### config.mk
export PLATFORM = sky130hd
export DESIGN_NAME = core_sequencer
export DESIGN_NICKNAME = d
export VERILOG_FILES = /design/src/rtl/core_sequencer.sv
export SDC_FILE = /design/constraint.sdc
export NUM_CORES = 1
export LEC_CHECK = 0
export ABC_AREA = 1
export BUFFER_PORTS_ARGS = -buffer_cell sky130_fd_sc_hd__buf_2
export CAP_MARGIN = 40
export CORE_MARGIN = 5
export CORE_UTILIZATION = 54
export DETAILED_ROUTE_END_ITERATION = 10
export GPL_ROUTABILITY_DRIVEN = 1
export PLACE_DENSITY = 0.8
export SYNTH_ARGS = -nofsm -noshare
export SYNTH_HDL_FRONTEND = slang
export SYNTH_SLANG_ARGS = --single-unit
### constraint.sdc
create_clock -name clk -period 1.8 [get_ports clk]
set_clock_uncertainty 0.05 [all_clocks]
set_input_delay 0.36 -clock clk [delete_from_list [all_inputs] [get_ports clk]]
set_output_delay 0.36 -clock clk [all_outputs]
set_load 0.1 [all_outputs]
### src/rtl/core_sequencer.sv
// core_sequencer: multi-cycle fetch/decode/exec/mem/wb control FSM for the RV32I datapath,
// with memory handshake timeouts, a retired-instruction counter and a sticky bus error.
module core_sequencer #(
    parameter int MEM_TIMEOUT = 16,
    parameter int INSTRET_W   = 32
) (
    input  logic                 clk,
    input  logic                 rst_n,
    input  logic                 run,
    input  logic                 halt_req,
    input  logic                 imem_ack,
    output logic                 imem_req,
    output logic                 ir_load,
    input  logic                 en_jmp,
    input  logic                 en_uncond_jmp,
    input  logic                 en_rel_reg_jmp,
    input  logic                 en_reg_wr,
    input  logic                 en_mem_wr,
    input  logic                 dmem_addr_bus_use,
    input  logic [2:0]           ld_code,
    input  logic                 branch_taken,
    output logic                 dmem_req,
    output logic                 dmem_we,
    input  logic                 dmem_ack,
    output logic                 pc_load,
    output logic                 pc_sel,
    output logic                 reg_wr,
    output logic                 illegal,
    output logic                 err,
    output logic [2:0]           state,
    output logic [INSTRET_W-1:0] instret
);
    localparam int CW = $clog2(MEM_TIMEOUT);
    localparam logic [CW-1:0] TMAX = CW'(MEM_TIMEOUT - 1);

    typedef enum logic [2:0] {
        IDLE   = 3'd0,
        FETCH  = 3'd1,
        DECODE = 3'd2,
        EXEC   = 3'd3,
        MEM    = 3'd4,
        WB     = 3'd5,
        ERR    = 3'd7
    } state_t;

    state_t        st;
    logic [CW-1:0] cnt;

    always_ff @(posedge clk or negedge rst_n) begin
        if (!rst_n) begin
            st      <= IDLE;
            cnt     <= '0;
            err     <= 1'b0;
            instret <= '0;
        end else begin
            case (st)
                IDLE: if (run) begin
                    st  <= FETCH;
                    cnt <= '0;
                end
                // an ack on the threshold cycle still completes the fetch
                FETCH: if (imem_ack) st <= DECODE;
                    else if (cnt == TMAX) begin
                        st  <= ERR;
                        err <= 1'b1;
                    end else cnt <= cnt + 1'b1;
                DECODE: st <= EXEC;
                EXEC: if (dmem_addr_bus_use) begin
                    st  <= MEM;
                    cnt <= '0;
                end else st <= WB;
                MEM: if (dmem_ack) st <= WB;
                    else if (cnt == TMAX) begin
                        st  <= ERR;
                        err <= 1'b1;
                    end else cnt <= cnt + 1'b1;
                WB: begin
                    instret <= instret + 1'b1;
                    cnt     <= '0;
                    st      <= halt_req ? IDLE : FETCH;
                end
                ERR: err <= 1'b1;
                default: begin
                    st  <= ERR;
                    err <= 1'b1;
                end
            endcase
        end
    end

    assign state    = st;
    assign imem_req = st == FETCH;
    assign ir_load  = (st == FETCH) & imem_ack;
    assign dmem_req = st == MEM;
    assign dmem_we  = (st == MEM) & en_mem_wr;
    assign pc_load  = st == WB;
    assign pc_sel   = (st == WB) & en_jmp & (en_uncond_jmp | en_rel_reg_jmp | branch_taken);
    // branches carry en_reg_wr with ld_code 0 and must not write back
    assign reg_wr   = (st == WB) & en_reg_wr & (ld_code != 3'd0);
    assign illegal  = (st == WB) & ~(en_jmp | en_reg_wr | en_mem_wr | dmem_addr_bus_use);
endmodule

==> metrics.sh <==
CLOCK_SINKS=40
PLACE_CONGESTION=0.898
ROUTED_VIA_DENSITY=5.08
INITIAL_ANTENNA_VIOLATION_COUNT=0
PLACEMENT_ROWS=24
SYNTH.LIB_CELLS_USED.DISTINCT=29
LAYOUT_SETUP_WS_NS=-0.0713
SYN_AREA_UM2=2530
NUMBER_OF_GLOBAL_ROUTE_VIAS_BEFORE_REPAIR=2424
R2R_CELLS=10
TIMING.CRITICAL_PATH.CELLS='inv_6 > nand3_4 > nor3_4 > buf_12'
CRITPATHBUFINV=2
WIRE_LENGTH_OF_THE_FIRST_GLOBAL_ROUTING_PASS_MM=11.0
POWER.DENSITY_nW_PER_UM2=1340
VIOLATIONS='negative setup slack'
WORST_R2R_ENDPOINT='instret[19]'
STARTING_DENSITY_OF_THE_CORE_PCT=56.9
GR-TOTAL-OVERFLOW=0
DETAIL-ROUTE-ANTENNA-NETS=0
CRIT_PATH_END='illegal'
YS_SEQ_AREA_SHARE_PCT=39.6
DETAIL_ROUTE.WL_PER_CELL_UM=12.8
FIN_SETUP_TNS_NS=-0.348
FIN_CRIT_NS=1.87
SETUP.WORST_PATH.START='state[1]'
CTS.CLK_SLEW.WORST_PATHS_NS=0.07
N_FILL_CELL=336
CRIT_REQUIRED_NS=1.39
DETAIL_ROUTE.FIRST_PASS.ITERATIONS=4
MAXIMUM_FANOUT_ALONG_THE_WORST_PATH=5
CLASS_OF_THE_TIGHTEST_HOLD_OR_REMOVAL_CHECK='primary input to register'
CP_SLOWEST_CELL='dfrtp_4'
CRITICAL-PATH-MAX-STAGE-DELAY_NS=0.52
MOST_AREA_HUNGRY_CELL_TYPE_IN_THE_YOSYS_NETLIST='dfrtp_1'
RRSETUPSLACK_NS=-0.04
STANDBY_LEAKAGE_POWER_uW=0.00163
YOSYS-TOP-CELLS-AREA='dfrtp_1 40%, nand2_1 22%, nor2_1 9.1%'
POST-ROUTE-DRC-COUNT=0
FINAL_MIN_PERIOD_OVER_CLOCK_PERIOD_PCT=104
FINISH.CELL_COUNT_WITHOUT_FILLERS=503
PIN_COUNT=60
CRITICAL_PATH.STARTPOINT_TYPE='register'
TYPE_OF_THE_WORST_SETUP_PATH='register to output pin'
DIE_WIDTH_UM=78.4
SYNTH-SEQ-CELLS=40
SYNTH-WARNING-COUNT=0
GLOBAL_ROUTE.USAGE.TOTAL_PCT=22.1
FP.DIEAREA_UM2=6150
ENDPOINT_KIND='output pin'
DRIVE_ABOVE_1_SHARE_PCT=33.3
SYNTH.NET_COUNT=383
NUM_VIAS=2556
ACHIEVABLE-FREQUENCY_MHz=534
BUFFER_PORTS.INSERTED=59
CP_NUM_CELLS=4
WORST_PATH_DOMINANT_CELL_FAMILY='flip-flops'
WORST_SKEW_PAIR.LATE_LATENCY_NS=0.29
ROOT_BUFFER='clkbuf_8'
LAYOUT-AREA-OVERHEAD-VS-SYNTH_PCT=35.6
WORSTMARGINPINSLEW_NS=0.504
SETUP_VIOL=10
CTSLONGESTPATHBUFFERS=2
FINISH.NET_COUNT=468
CLOCK_TREE_FROM_TRITONCTS='done'
HOLD-WORST-SLACK_NS=0.313
TIMING.MAX_SLEW.REL_SLACK_PCT=66.6
ROUTED_WL_MM=6.43
DRV_SLEW=0
OUTCOME='complete, but fails checks'
TIMING_HOLD_VIOLATIONS_FINAL=0
CP_DATA_ARRIVAL_TIME_NS=1.46
COREAREA_UM2=4440
WORST_R2R_STARTPOINT='state[1]'
DRT_ITER0_DRC=105
VDD_DROP_MAX_uV=1700
ANTENNA_DIODES=0
HEIGHT_OF_THE_CHIP_UM=78.4
SYNTH_CELLS=365
CTS_BUF_COUNT=5
DETAILED_PLACE_HPWL_MM=5.00
CAP_VIOLATIONS=0
SYNTH_TOP_AREA_SHARE_PCT=39.6
GRT_SETUP_UNREPAIRED='true'
LARGEST_NET_DEGREE_AT_THE_START_OF_GLOBAL_ROUTING=16
SYNTH.AVG_CELL_AREA_UM2=6.92
DP.CELLS=476
H_TREE_LEVELS=2
[repair_timing]
action                                  CTS  global route
endpoints found under the setup margin    8            19
hold endpoints to repair                 13             0
setup buffers                             8            10
hold buffers                              1             0
pin swaps                                 6             9
resized for setup                         2             8
[logic make-up (layout without fill, tap and decap cells)]
kind of cell	count (synthesis)	after routing	synth area share (%)
and+or+nand+nor	259	259	45.0
AOI/OAI and AO/OA	10	10	2.57
buffers and inverters	36	122	5.64
xor gates and xnor gates	18	18	6.24
DFF	40	40	39.6
adders and majority gates	2	2	0.990
[final cells by class]
cell class | count | area [um2] | area share, %
multi-input cells | 289 | 1500 | 43.6
flip-flops and latches | 40 | 1050 | 30.7
repair buffers | 82 | 602 | 17.6
inverters | 32 | 130 | 3.80
clock buffers | 7 | 76.3 | 2.23
well taps | 52 | 65.1 | 1.90
clock inverters | 1 | 5.00 | 0.146
[state kept, by name, indices dropped and copies added (netlist names)]
| register | cells |
|---|---|
| cnt | 4 |
| err | 1 |
| instret | 32 |
| state | 3 |
[placed cells by master (no fill, tap or decap), drive strengths merged]
cell type	Yosys	final
nand4	2	2
a211oi	1	1
nor4	2	2
dlygate4sd3	0	1
clkbuf	0	7
ha	2	2
clkinv	0	1
o22ai	1	1
nand3b	6	6
o211ai	1	1
a21oi	2	2
nand3	23	23
xor2	11	11
dfrtp	40	40
nand2	148	148
o21ai	3	3
xnor2	7	7
nor2	71	71
buf	4	81
a21boi	1	1
o21bai	1	1
inv	32	32
nor3	7	7
[metrics by stage]
stage          cell area, um2  total power, uW  setup WS [ns]  utilization (%)
6_report                 3430             4610        -0.0713             77.1
5_1_grt                  3430             4870         -0.155             77.1
4_1_cts                  3320             4450        -0.0788             74.6
3_5_place_dp             3150             3740         0.0763             70.9
3_3_place_gp             3150             3710          0.110             70.9
2_1_floorplan            2680             3210         -0.483                -
[where the power goes]
part           total [uW]  internal [uW]  switching (uW)  leakage (uW)
combinational        2800            879            1920       0.00110
sequential           1240           1050             189      0.000490
clock                 566            272             294     0.0000422
total                4610           2200            2400       0.00163
[cell usage after synthesis (all sizes together)]
library cell	instances
a211oi	1
a21boi	1
a21oi	2
buf	4
dfrtp	40
ha	2
inv	32
nand2	148
nand3	23
nand3b	6
nand4	2
nor2	71
nor3	7
nor4	2
o211ai	1
o21ai	3
o21bai	1
o22ai	1
xnor2	7
xor2	11
[how the worst min path moves through the flow]
| stage | endpoint | startpoint | slack (ns) | cells after the start |
|---|---|---|---|---|
| after floorplan | cnt[0] | rst_n | 0.01 | 0 |
| after global placement | state[1] | rst_n | 0.23 | 1 |
| after detailed placement | state[1] | rst_n | 0.23 | 1 |
| after CTS | state[0] | halt_req | 0.30 | 4 |
| after global routing | state[0] | halt_req | 0.34 | 4 |
| final | state[0] | halt_req | 0.31 | 4 |
[metal layers]
layer	share of wire, %	up-vias	GRT usage (%)
met4	2.8	0	8.57
met3	4.1	19	4.35
met2	52	63	39.6
li1	-	1303	-
met1	41	1171	26.2
met5	0	-	0
[worst min-delay path: stages]
cell      delay, ns
buf_2          0.07
nor2_1         0.03
nor2_1         0.08
a21boi_1       0.07
No activity file was read; power rests on OpenSTA's default activity.
